### config.mk
export PLATFORM = sky130hd
export DESIGN_NAME = score_digits_drawer
export DESIGN_NICKNAME = d
export VERILOG_FILES = /design/src/rtl/score_digits_drawer_pkg.sv /design/src/rtl/score_digits_drawer_bcd_counter.sv /design/src/rtl/score_digits_drawer.sv
export SDC_FILE = /design/constraint.sdc
export NUM_CORES = 1
export LEC_CHECK = 0
export ABC_AREA = 1
export BUFFER_PORTS_ARGS = -buffer_cell sky130_fd_sc_hd__buf_2
export CELL_PAD_IN_SITES_DETAIL_PLACEMENT = 0
export CELL_PAD_IN_SITES_GLOBAL_PLACEMENT = 2
export CORE_MARGIN = 4
export CORE_UTILIZATION = 25
export DETAILED_ROUTE_END_ITERATION = 12
export GPL_TIMING_DRIVEN = 0
export PLACE_DENSITY_LB_ADDON = 0.1
export SKIP_CTS_REPAIR_TIMING = 1
export SLEW_MARGIN = 20
export SYNTH_ARGS = -nofsm -noshare
export SYNTH_HDL_FRONTEND = slang
export SYNTH_HIERARCHICAL = 1
export SYNTH_SLANG_ARGS = --single-unit
### constraint.sdc
create_clock -name clk -period 2.8 [get_ports clk]
set_clock_uncertainty 0.05 [all_clocks]
set_input_delay 0.14 -clock clk [delete_from_list [all_inputs] [get_ports clk]]
set_output_delay 0.14 -clock clk [all_outputs]
set_load 0.005 [all_outputs]
### src/rtl/score_digits_drawer_pkg.sv
// Shared types and the seven-segment decode for the score digit drawer.
package score_pkg;

    // Segment order is {a, b, c, d, e, f, g}, so bit 6 is segment a.
    typedef logic [6:0] seg_t;

    typedef enum logic {
        IDLE   = 1'b0,
        ADDING = 1'b1
    } state_t;

    function automatic seg_t bcd_to_seg(input logic [3:0] digit);
        seg_t seg;
        case (digit)
            4'd0:    seg = 7'b1111110;
            4'd1:    seg = 7'b0110000;
            4'd2:    seg = 7'b1101101;
            4'd3:    seg = 7'b1111001;
            4'd4:    seg = 7'b0110011;
            4'd5:    seg = 7'b1011011;
            4'd6:    seg = 7'b1011111;
            4'd7:    seg = 7'b1110000;
            4'd8:    seg = 7'b1111111;
            4'd9:    seg = 7'b1111011;
            default: seg = 7'b0000000;
        endcase
        return seg;
    endfunction

endpackage

### src/rtl/score_digits_drawer_bcd_counter.sv
// Multi-digit BCD incrementer that holds at all nines; clear wins over enable.
module bcd_counter #(
    parameter int DIGITS = 4
) (
    input  logic                  clk,
    input  logic                  reset,
    input  logic                  clear,
    input  logic                  en,
    output logic [4*DIGITS-1:0]   value
);

    logic [4*DIGITS-1:0] next_value;
    logic                all_nine;

    always_comb begin
        logic carry;
        next_value = value;
        all_nine   = 1'b1;
        carry      = 1'b1;
        for (int i = 0; i < DIGITS; i++) begin
            if (value[4*i +: 4] != 4'd9) begin
                all_nine = 1'b0;
            end
            if (carry) begin
                if (value[4*i +: 4] == 4'd9) begin
                    next_value[4*i +: 4] = 4'd0;
                end else begin
                    next_value[4*i +: 4] = value[4*i +: 4] + 4'd1;
                    carry = 1'b0;
                end
            end
        end
    end

    always_ff @(posedge clk) begin
        if (reset || clear) begin
            value <= '0;
        end else if (en && !all_nine) begin
            value <= next_value;
        end
    end

endmodule

### src/rtl/score_digits_drawer.sv
// Score keeper plus seven-segment renderer feeding the "number box" layer of the objects mux.
// state  | meaning
// IDLE   | ready for an add request
// ADDING | counting the latched amount into the score, one per cycle
module score_digits_drawer
    import score_pkg::*;
#(
    parameter int         TOP_LEFT_X  = 16,
    parameter int         TOP_LEFT_Y  = 16,
    parameter int         DIGITS      = 4,
    parameter int         DIGIT_W     = 16,
    parameter int         DIGIT_H     = 32,
    parameter int         GAP         = 4,
    parameter int         SEG_T       = 3,
    parameter logic [7:0] DIGIT_COLOR = 8'hFC
) (
    input  logic                  clk,
    input  logic                  resetN,
    input  logic                  startOfFrame,
    input  logic [10:0]           pixelX,
    input  logic [10:0]           pixelY,
    input  logic                  addValid,
    input  logic [7:0]            addAmount,
    output logic                  addReady,
    input  logic                  clearScore,
    output logic [4*DIGITS-1:0]   scoreBCD,
    output logic                  numberDrawingRequest,
    output logic [7:0]            numberRGB
);

    localparam int PITCH = DIGIT_W + GAP;
    localparam int BOX_W = DIGITS * PITCH - GAP;
    localparam int MID   = DIGIT_H / 2;

    localparam logic [10:0] TLX_L      = 11'(TOP_LEFT_X);
    localparam logic [10:0] TLY_L      = 11'(TOP_LEFT_Y);
    localparam logic [10:0] BOX_W_L    = 11'(BOX_W);
    localparam logic [10:0] DIGIT_W_L  = 11'(DIGIT_W);
    localparam logic [10:0] DIGIT_H_L  = 11'(DIGIT_H);
    localparam logic [10:0] SEG_T_L    = 11'(SEG_T);
    localparam logic [10:0] RIGHT_L    = 11'(DIGIT_W - SEG_T);
    localparam logic [10:0] BOTTOM_L   = 11'(DIGIT_H - SEG_T);
    localparam logic [10:0] MID_L      = 11'(MID);
    localparam logic [10:0] G_TOP_L    = 11'(MID - 1);
    localparam logic [10:0] G_BOT_L    = 11'(MID - 1 + SEG_T);

    state_t              state;
    logic [7:0]          remain;
    logic [4*DIGITS-1:0] shadow;
    logic                inc_en;

    assign inc_en = (state == ADDING) && !clearScore;

    bcd_counter #(.DIGITS(DIGITS)) u_counter (
        .clk   (clk),
        .reset (resetN),
        .clear (clearScore),
        .en    (inc_en),
        .value (scoreBCD)
    );

    always_ff @(posedge clk) begin
        if (resetN) begin
            state    <= IDLE;
            remain   <= 8'd0;
            addReady <= 1'b1;
        end else if (clearScore) begin
            state    <= IDLE;
            remain   <= 8'd0;
            addReady <= 1'b1;
        end else begin
            case (state)
                IDLE: begin
                    if (addValid && addReady) begin
                        remain <= addAmount;
                        if (addAmount != 8'd0) begin
                            state    <= ADDING;
                            addReady <= 1'b0;
                        end
                    end
                end
                ADDING: begin
                    remain <= remain - 8'd1;
                    if (remain == 8'd1) begin
                        state    <= IDLE;
                        addReady <= 1'b1;
                    end
                end
                default: begin
                    state    <= IDLE;
                    addReady <= 1'b1;
                end
            endcase
        end
    end

    // Sampling the register before its update gives the pre-increment value on a coincident edge.
    always_ff @(posedge clk) begin
        if (resetN) begin
            shadow <= '0;
        end else if (startOfFrame) begin
            shadow <= scoreBCD;
        end
    end

    logic [10:0] lx, ly, cx;
    logic        in_box, lit;
    logic [3:0]  nibble;
    seg_t        segs, region;

    always_comb begin
        int  k_sel;
        logic mid_col, left_col, right_col, top_half;
        lx     = pixelX - TLX_L;
        ly     = pixelY - TLY_L;
        in_box = (pixelX >= TLX_L) && (pixelY >= TLY_L) && (lx < BOX_W_L) && (ly < DIGIT_H_L);

        // Compare ladder instead of a divider: the last threshold passed picks the cell.
        k_sel = 0;
        cx    = lx;
        for (int i = 1; i < DIGITS; i++) begin
            if (lx >= 11'(i * PITCH)) begin
                k_sel = i;
                cx    = lx - 11'(i * PITCH);
            end
        end

        nibble = 4'd0;
        for (int i = 0; i < DIGITS; i++) begin
            if (k_sel == i) begin
                nibble = shadow[4*(DIGITS-1-i) +: 4];
            end
        end
        segs = bcd_to_seg(nibble);

        mid_col   = (cx >= SEG_T_L) && (cx < RIGHT_L);
        left_col  = (cx < SEG_T_L);
        right_col = (cx >= RIGHT_L);
        top_half  = (ly < MID_L);
        region = {
            mid_col && (ly < SEG_T_L),
            right_col && top_half,
            right_col && !top_half,
            mid_col && (ly >= BOTTOM_L),
            left_col && !top_half,
            left_col && top_half,
            mid_col && (ly >= G_TOP_L) && (ly < G_BOT_L)
        };

        lit = in_box && (cx < DIGIT_W_L) && |(segs & region);
    end

    always_ff @(posedge clk) begin
        if (resetN) begin
            numberDrawingRequest <= 1'b0;
            numberRGB            <= 8'h00;
        end else begin
            numberDrawingRequest <= lit;
            numberRGB            <= lit ? DIGIT_COLOR : 8'h00;
        end
    end

endmodule

# After elaboration in Yosys (flattened, before gate mapping)

Memory sizes are Yosys's and may differ from the RTL's.
Cells that the tools add are included.

$add $sub $neg: 10
Multipliers: 0
Divide/modulo/power cells: 0
Order comparisons: 17
Eq/ne operators: 15
Shift-type cells: 0
Multiplexer cells: 34
Bitwise operators: 2
Reductions and logical operators: 29

Operators with widths:

| kind                                                               | number |
|---|---|
| == test 32 x 3 -> 1 bit, second input constant                     | 2 |
| 2-to-1 mux 32 bit                                                  | 2 |
| greater-or-equal comparator 11 x 5 -> 1 bit, second input constant | 4 |
| < comparator 11 x 5 -> 1 bit, second input constant                | 3 |
| 2-to-1 mux 11 bit                                                  | 3 |
| subtractor 11 x 5 -> 11 bit, second input constant                 | 3 |
| == test 32 x 2 -> 1 bit, second input constant                     | 1 |
| logical NOT 32 bit                                                 | 1 |
| 2-to-1 mux 4 bit                                                   | 8 |
| greater-or-equal comparator 11 x 4 -> 1 bit, second input constant | 2 |
| greater-or-equal comparator 11 x 6 -> 1 bit, second input constant | 2 |
| < comparator 11 x 2 -> 1 bit, second input constant                | 2 |
| subtractor 11 x 6 -> 11 bit, second input constant                 | 2 |
| logical AND 1 bit                                                  | 17 |
| adder 4 x 1 -> 4 bit, second input constant                        | 4 |
| == test 4 bit, second input constant                               | 4 |
| 2-to-1 mux 1 bit                                                   | 16 |
| 2-to-1 mux 8 bit                                                   | 2 |
| inequality test 4 bit, second input constant                       | 4 |
| one-hot mux 8 bit (2 select lines)                                 | 1 |
| greater-or-equal comparator 11 x 2 -> 1 bit, second input constant | 1 |
| < comparator 11 x 4 -> 1 bit, second input constant                | 1 |
| < comparator 11 x 6 -> 1 bit, second input constant                | 1 |
| < comparator 11 x 7 -> 1 bit, second input constant                | 1 |
| other kinds (14)                                                   | 20 |

Register bits: 51
Latch bits: 0
Memory bits (writable): 0
ROM bits: 112
Bits of input ports: 35
Output and inout port bits: 26
Logic and storage cells: 118
Memories kept: 1

Memories:

| name             | words | width | rd ports | clocked after Yosys merged registers in | wr ports | line                          | RTL |
|---|---|---|---|---|---|---|---|
| (name not given) | 16    | 7     | 1        | 0                                       | 0        | score_digits_drawer_pkg.sv:14 | `case (digit)` |

# Depth between registers and ports, before layout

Gate-level depths: netlist of run 1.
An unclocked memory read counts as a cell.

Depth after elaboration: 15
Gate-level depth with buffers: 26

# Hierarchy

Netlist of run 1, hierarchy kept.

Modules (own cells, without submodules):

| module              | instances | cells each | area each (um2) | sequential area each (um2) |
|---|---|---|---|---|
| score_digits_drawer | 1         | 460        | 2,885.3         | 540.5 |
| bcd_counter         | 1         | 149        | 957.2           | 320.3 |

# Worst setup path before layout of run 1

OpenSTA, ideal clock, no wires.

Kind: in2reg
Start: in pixelX[4]
End: reg numberRGB[6]
Setup time: 0.066 ns
Arrival time: 2.569 ns
Path slack: 0.114 ns
Stages on the path: 21
Cell sequence: inv_2 -> ha_1 -> xnor2_2 -> inv_2 -> nor2_2 -> nand4_1 -> nor2_2 -> buf_6 -> nand2_2 -> nand3_1 -> nand2_1 -> nor2_1 -> inv_1 -> ha_1 -> nor2_1 -> nand2_1 -> nand2_1 -> o21ai_0 -> nand3_1 -> nand2_1 -> a21oi_2

Longest elaborated chain between the ends: 15
Elaborated cells between the ends (all ways): 46
Classes of those cells: add/sub: 4; order compare: 10; eq/ne: 3; mux: 11; bitwise: 1; reduce/logical: 16; memory: 1

Ends and longest elaborated chain:

| element                                     | line                       | RTL |
|---|---|---|
| start, declared                             | score_digits_drawer.sv:20  | `input logic [10:0] pixelX,` |
| subtractor 11 x 5 -> 11 bit                 | score_digits_drawer.sv:114 | `lx = pixelX - TLX_L;` |
| greater-or-equal comparator 11 x 5 -> 1 bit | score_digits_drawer.sv:122 | `if (lx >= 11'(i * PITCH)) begin` |
| 2-to-1 mux 1 bit                            | score_digits_drawer.sv:122 |  |
| 2-to-1 mux 32 bit (2 in a row)              | score_digits_drawer.sv:122 |  |
| logical NOT 32 bit                          | score_digits_drawer.sv:130 | `if (k_sel == i) begin` |
| 2-to-1 mux 4 bit (4 in a row)               | score_digits_drawer.sv:130 |  |
| memory read (16 x 7 bit)                    | -                          |  |
| AND 7 bit                                   | score_digits_drawer.sv:150 | `lit = in_box && (cx < DIGIT_W_L) && \|(segs & region);` |
| OR reduction 7 bit                          | score_digits_drawer.sv:150 |  |
| logical AND 1 bit (*)                       | score_digits_drawer.sv:150 |  |
| 2-to-1 mux 8 bit (*)                        | score_digits_drawer.sv:159 | `numberRGB <= lit ? DIGIT_COLOR : 8'h00;` |
| end signal, assigned                        | score_digits_drawer.sv:159 |  |
| end, declared                               | score_digits_drawer.sv:28  | `output logic [7:0] numberRGB` |

Mark *: on every way between the ends. The rest lies on a longest branch, timed or not.
A chain may end at the register's enable or synchronous reset.

# Worst setup path after layout of run 1

Start: in pixelX[5]
End: reg numberRGB[6]

The elaborated chain is that of the path after synthesis.

==> results by group, run 1 <==
Run status
  – Outcome: finished, final reports clean

Finish
  – Layout area overhead: 24.7%
  – Fin util: 31.6%
  – Number of antenna diodes: 0
  – NumNets Final: 749
  – Final Cell Area: 4790 sq um
  – Layout cells sized above 1: 24.5%

Timing
  – Setup violators final: 0
  – Fmax: 376 MHz
  – Period utilization: 95.0%
  – Hold Vio Cnt, Final: 0
  – Final slew viol count: 0
  – Worst slew margin: 40.7%
  – Worst-margin pin slew: 0.867 ns
  – Min Tclk post-route: 2.66 ns
  – Hold_ws: 0.0469 ns

Worst setup path
  – CP endpoint: numberRGB[6]
  – Largest stage delay, worst path: 0.26 ns
  – Slowest CP cell: ha_4
  – Reg2reg path depth: 8
  – Reg2Reg Setup Slack: 0.68 ns
  – Crit path top cell by count: nand2_1
  – Worst setup SP type: input pin
  – Critical-path cell list: clkbuf_4 > inv_4 > ha_4 > xnor2_4 > inv_2 > nor2_2 > nand3_2 > nor2_2 > nor2_4 > buf_6 > buf_4 > o22ai_2 > nor2_4 > ha_4 > inv_1 > nor2_2 > nand2_1 > nand2_1 > nand2_1 > nand3_1 > nand2_1 > a21oi_4
  – Crit path DAT: 2.83 ns
  – Worst Setup End Kind: register
  – Critical Setup Path Class: input pin to register
  – CP startpoint: pixelX[5]
  – FF-to-FF Start: state
  – Worst Path Required: 2.97 ns
  – Crit-path max FO: 7
  – Reg-to-reg endpoint: u_counter/value[10]

Global route
  – Total grt overflow: 0
  – Vias in the first global route: 3847
  – Initial antenna violation count: 0
  – First-pass GRT wire length: 18400 um
  – Largest net degree at the start of global routing: 14
  – All-layer global routing usage: 12.6%

Clock network
  – Clock root cell: clkbuf_16
  – CTS HTree Levels: 2
  – CTS tree: built
  – Reg clk slew, reported paths: 0.07 ns
  – Sink Count: 43
  – CTS buffer count: 5
  – Skew-Pair Late Insertion Delay: 0.29 ns
  – Clock Path Buffers: 2

Route
  – Vias per cell: 4.54
  – Total number of vias: 3994
  – DRC errors left: 0
  – Initial drt markers: 186
  – Routed length on met2: 5380 um
  – DR top layer: met4
  – Routed len/inst: 12.7 um
  – Drt pass-1 iters: 4
  – Antenna-violating nets left: 0
  – Met3 Routed Length: 250 um
  – WL met1: 5440 um
  – Drt total wl: 11200 um

Power
  – VDD IR max: 0.216 mV
  – Pwr dens: 328 nW/um^2
  – Total leakage power: 2.09 nW
  – Tot Pwr: 1.57 mW

Logic synthesis
  – Sequential-to-total area share from yosys stat: 22.4%
  – Count leader, synth: nand2_1
  – Cell count after synthesis: 609
  – Area contributors post-synth: dfxtp_1 (22%), nand2_1 (16%), ha_1 (7.8%)
  – Largest area contributor in the netlist: dfxtp_1
  – Synth warnings: 6
  – Synth Cell Area: 3840 sq um
  – Post-synth EDFFs: 0
  – Synth top area share: 22.4%
  – Share of synthesized registers carrying an async set or reset: 0%
  – Syn Area/Cell: 6.31 sq um
  – Commonest cells post-synth: nand2_1 (160), nor2_1 (80), inv_1 (61)
  – Yosys reg bits: 43
  – Ys flop type: dfxtp_1
  – Post-synth cell types: 43

Die
  – Initial Util: 25.4%
  – Core Rows: 45
  – Die Area: 17400 sq um
  – Die height: 132 um
  – Total core area: 15100 sq um
  – # IOs: 61
  – Die width: 132 um

Worst hold path
  – Hold WC Path Type: input pin to register
  – Hold path start: clearScore

Place
  – GPL Wtd Cong: 0.816
  – Dpl hpwl: 8910 um
  – Placed standard-cell area: 4370 sq um
  – Number of buffers added on ports: 58

Run
  – Number of max-cap violations: 0
sequential cells by signal, indices dropped and copies added, names as in the netlist:
name / flops
state: 1
numberRGB: 1
remain: 8
shadow: 16
addReady: 1
u_counter/value: 16
cells by family after synthesis:
| family | synth area share, % |
|---|---|
| AOI/OAI and AO/OA | 10.1 |
| xor gates and xnor gates | 4.72 |
| adders and majority gates | 7.82 |
| buffers and inverters | 9.61 |
| DFF | 22.4 |
| other | 0.0976 |
| and+or+nand+nor | 45.3 |
critical path, delay by kind of cell:
kind / cells / cell delay [ns]
buffers and inverters: 6 / 0.60
adders and majority gates: 2 / 0.45
and+or+nand+nor: 11 / 1.05
AOI/OAI and AO/OA: 2 / 0.34
xor gates and xnor gates: 1 / 0.23
report_power, final:
part           internal [mW]  total [mW]  switching, mW
clock                  0.326       0.587          0.260
sequential             0.621       0.628        0.00737
combinational          0.137       0.359          0.222
how the worst min path moves through the flow:
stage          cells after the start        to  slack, ns
2_1_floorplan                      2  addReady       0.20
3_3_place_gp                       3  addReady       0.33
3_5_place_dp                       3  addReady       0.34
4_1_cts                            3  addReady       0.04
5_1_grt                            3  addReady       0.08
6_report                           3  addReady       0.05
per-stage QoR:
step                cells  TNS, ns  setup WS, ns
floorplan             610        0         0.114
global placement      856   -0.879        -0.879
detailed placement    856   -0.854        -0.854
CTS                   864   -0.558        -0.558
global route          879  -0.0381       -0.0381
finish                879        0         0.140
layout by cell type (no fill, tap or decap), drive strengths merged:
master	instances
nor3b	1
nand2	176
o22ai	1
o21bai	1
xor2	15
conb	2
nand3b	3
ha	24
buf	84
or2	2
a211oi	3
nand4	20
nand2b	1
nor2	102
nand3	51
o21ai	22
nor3	8
clkbuf	11
o211ai	3
xnor2	4
nor4	3
a31oi	7
a2111oi	1
inv	66
a21oi	30
clkinv	6
o31ai	1
dfxtp	43
routing by layer:
metal,GRT usage [%],vias to the layer above
met1,16.6,1825
li1,-,2115
met3,1.68,7
met4,3.21,0
met5,0,-
met2,21.7,47
cell type report:
class                   count  area (sq um)
fillers                  1682         10400
inverters                  69           269
repair buffers             74           419
clock inverters             3          15.0
multi-input cells         481          2760
clock buffers               5           125
well taps                 188           235
plain buffers              16           106
flip-flops and latches     43           861
Note: power is estimated with default switching activity, not from simulation.
==> inputs of run 2 (changes only) <==
--- a/config.mk
+++ b/config.mk
@@ -18,5 +18,4 @@
 export SLEW_MARGIN = 20
 export SYNTH_ARGS = -nofsm -noshare
 export SYNTH_HDL_FRONTEND = slang
-export SYNTH_HIERARCHICAL = 1
 export SYNTH_SLANG_ARGS = --single-unit
==> run 2 against run 1 <==
  * Sequential share of layout area rose by 1.6 points
  * Sequential cell count did not move
  * Critical endpoint unchanged
  * Die area fell by 6.0%
  * Global-route usage barely moved
  * Routed wire length fell by 7.6%
  * Largest power group unchanged
  * Via count fell by 9.8%
  * Setup slack improved by 0.079 ns
  * Cell area fell by 8.3%
  * Clock-buffer cell count rose by 1
  * Highest routed layer unchanged
  * Fmax rose by 3.1%
  * Critical path type unchanged
==> results by group, run 2 <==
Die
  – Die Area: 16400 sq um (-6.0%)
  – Die width: 128 um (-3.1%)
  – Die height: 128 um (-3.1%)
  – Total core area: 14000 sq um (-7.6%)
  – # IOs: 61 (unchanged)
  – Core Rows: 43 (-4.4%)
  – Initial Util: 25.7% (+0.34 points)

Place
  – Dpl hpwl: 8350 um (-6.3%)
  – Placed cells: 784 (-8.4%)
  – GPL Wtd Cong: 0.804 (-1.5%)
  – Number of buffers added on ports: 57 (-1.7%)

Route
  – Antenna-violating nets left: 0 (unchanged)
  – Drt total wl: 10300 um (-7.6%)
  – Initial drt markers: 164 (-12%)
  – DRC errors left: 0 (unchanged)
  – Drt pass-1 iters: 4 (unchanged)
  – Vias per cell: 4.49 (-1.2%)
  – Total number of vias: 3601 (-9.8%)
  – Routed len/inst: 12.9 um (+1.3%)

Logic synthesis
  – Ys flop type: dfxtp_1
  – Syn Area/Cell: 6.59 sq um (+4.4%)
  – Synth warnings: 0 (-6)
  – Post-synth cell types: 47 (+9.3%)
  – Sequential-to-total area share from yosys stat: 23.9% (+1.5 points)
  – Synth Cell Area: 3600 sq um (-6.4%)
  – Largest area contributor in the netlist: dfxtp_1
  – Count leader, synth: nand2_1
  – Yosys reg bits: 43 (unchanged)
  – Post-synth EDFFs: 0 (unchanged)
  – Share of synthesized registers carrying an async set or reset: 0% (unchanged)
  – Commonest cells post-synth: nand2_1 (107), nor2_1 (67), inv_1 (62)
  – Area contributors post-synth: dfxtp_1 (24%), nand2_1 (11%), ha_1 (8.0%)
  – Cell count after synthesis: 546 (-10%)
  – Synth top area share: 23.9% (+1.5 points)

Worst setup path
  – FF-to-FF Start: u_counter.value[4]
  – Reg2Reg Setup Slack: 0.42 ns (-0.26 ns)
  – Worst Setup End Kind: register
  – CP endpoint: numberRGB[6]
  – Crit path DAT: 2.71 ns (-0.12 ns)
  – Critical Setup Path Class: input pin to register
  – Reg-to-reg endpoint: u_counter.value[11]
  – CP startpoint: pixelX[4]
  – Reg2reg path depth: 14 (+6)
  – Worst setup SP type: input pin
  – Crit-path max FO: 8 (+1)
  – Worst Path Required: 2.93 ns (-0.04 ns)

Finish
  – NumNets Final: 679 (-9.3%)
  – Most frequent cells in the layout: nand2_1 (106), nor2_1 (65), inv_1 (60)
  – Layout area overhead: 22.1%
  – Number of antenna diodes: 0 (unchanged)
  – Sequential Area: 861 sq um (unchanged)
  – Fillers: 1564 (-7.0%)
  – Post-Layout Cell Count: 802 (-8.8%)
  – Layout cells sized above 1: 21.5% (-2.9 points)
  – Area of the multi-input gates: 2410 sq um (-13%)
  – Most common cell after layout, fill and taps aside: nand2_1
  – Largest registers: shadow: 16 flops, u_counter.value: 16 flops, remain: 8 flops
  – Fin util: 31.4% (-0.24 points)

Run status
  – Outcome: finished, final reports clean

Clock network
  – Clock Path Buffers: 2 (unchanged)
  – Clock root cell: clkbuf_16
  – CTS buffer count: 5 (unchanged)
  – Skew-Pair Late Insertion Delay: 0.28 ns (about the same)
  – CTS HTree Levels: 2 (unchanged)
  – Reg clk slew, reported paths: 0.06 ns (about the same)
  – CTS tree: built
  – Sink Count: 43 (unchanged)

Global route
  – Largest net degree at the start of global routing: 14 (unchanged)
  – All-layer global routing usage: 12.6% (about the same)
  – Initial antenna violation count: 0 (unchanged)
  – Vias in the first global route: 3476 (-9.6%)
  – Total grt overflow: 0 (unchanged)
  – First-pass GRT wire length: 17000 um (-7.5%)

Timing
  – Setup violators final: 0 (unchanged)
  – Worst slew margin: 56.4% (+16 points)
  – Worst-margin pin slew: 0.652 ns (-0.215 ns)
  – Setup TNS: 0 ns (unchanged)
  – Final slew viol count: 0 (unchanged)
  – Min Tclk post-route: 2.58 ns (-0.0791 ns)
  – Hold Vio Cnt, Final: 0 (unchanged)
  – Period utilization: 92.2% (-2.8 points)
  – Fmax: 388 MHz (+3.1%)
  – Hold_ws: 0.0639 ns (+0.0170 ns)

Power
  – VDD IR max: 0.313 mV (+45%)
  – Pwr dens: 362 nW/um^2 (+10%)
  – Total leakage power: 2.06 nW (-1.1%)

Worst hold path
  – Hold WC Path Type: input pin to register

Run
  – Number of max-cap violations: 0 (unchanged)
-- run 2: cell types whose count changed in the layout (fill, tap and decap cells not counted), sizes merged, moves of 6 or more --
cell | previous run | this run
nand2 | 176 | 116
nor2 | 102 | 80
o21ai | 22 | 41
a21oi | 30 | 39
buf | 84 | 78
nand4 | 20 | 14
-- run 2: routing by layer --
layer / global-route usage [%] / routed length, um
met5: 0 / 0
met3: 2.00 / 403
met1: 17.2 / 5060
met4: 2.56 / 107
met2: 21.1 / 4770
-- run 2: report_power, final --
part           leakage [nW]  total, mW  switching (mW)  internal (mW)
logic                  1.65      0.375           0.231          0.143
registers             0.350      0.642          0.0122          0.630
clock network        0.0669      0.575           0.245          0.330
-- run 2: layout make-up --
class / instances / share of cell area (%)
flip-flops and latches: 43 / 19.6
multi-input cells: 418 / 54.9
repair inverters: 1 / 0.142
clock buffers: 6 / 2.93
inverters: 68 / 5.98
plain buffers: 17 / 2.65
clock inverters: 2 / 0.285
repair buffers: 67 / 8.35
well taps: 180 / 5.13
-- run 2: metrics by stage --
stage          power [mW]  setup slack, ns  area (sq um)
2_1_floorplan       0.906            0.101          3600
3_3_place_gp         1.02           -0.785          4110
3_5_place_dp         1.01           -0.758          4110
6_report             1.59            0.219          4390
4_1_cts              1.61           -0.458          4250
5_1_grt              1.70          -0.0180          4390
-- run 2: worst max-delay path, cell delays in order --
cell and delay (ns):
buf_6 0.14, inv_8 0.05, ha_4 0.19, xnor2_4 0.20
buf_4 0.16, inv_2 0.05, nor2_2 0.13, nand4_1 0.16
nor2_4 0.20, nand2_1 0.08, nor2_1 0.12, nand2_1 0.09
nand3_2 0.09, nand2_4 0.09, ha_1 0.33, nand2_1 0.08
nand2_1 0.05, nand2_1 0.05, nand2_1 0.05, nand2_1 0.05
nand3_1 0.07, nand2_1 0.07, a21oi_2 0.05
-- run 2: worst min-delay path by stage --
stage / from / cells after the start / to / slack (ns)
6_report: addAmount[1] / 3 / remain[1] / 0.06
2_1_floorplan: addAmount[1] / 2 / remain[1] / 0.24
3_3_place_gp: addAmount[1] / 3 / remain[1] / 0.36
3_5_place_dp: addAmount[1] / 3 / remain[1] / 0.36
4_1_cts: addAmount[1] / 3 / remain[1] / 0.05
5_1_grt: addAmount[1] / 3 / remain[1] / 0.07
-- run 2: logic make-up after synthesis --
| family | share of synthesized area, % |
|---|---|
| compound gates | 14.3 |
| simple gates | 38.1 |
| buf+inv | 10.4 |
| flops | 23.9 |
| other cells | 0.104 |
| fa+ha+maj | 8.00 |
| xor+xnor | 5.08 |
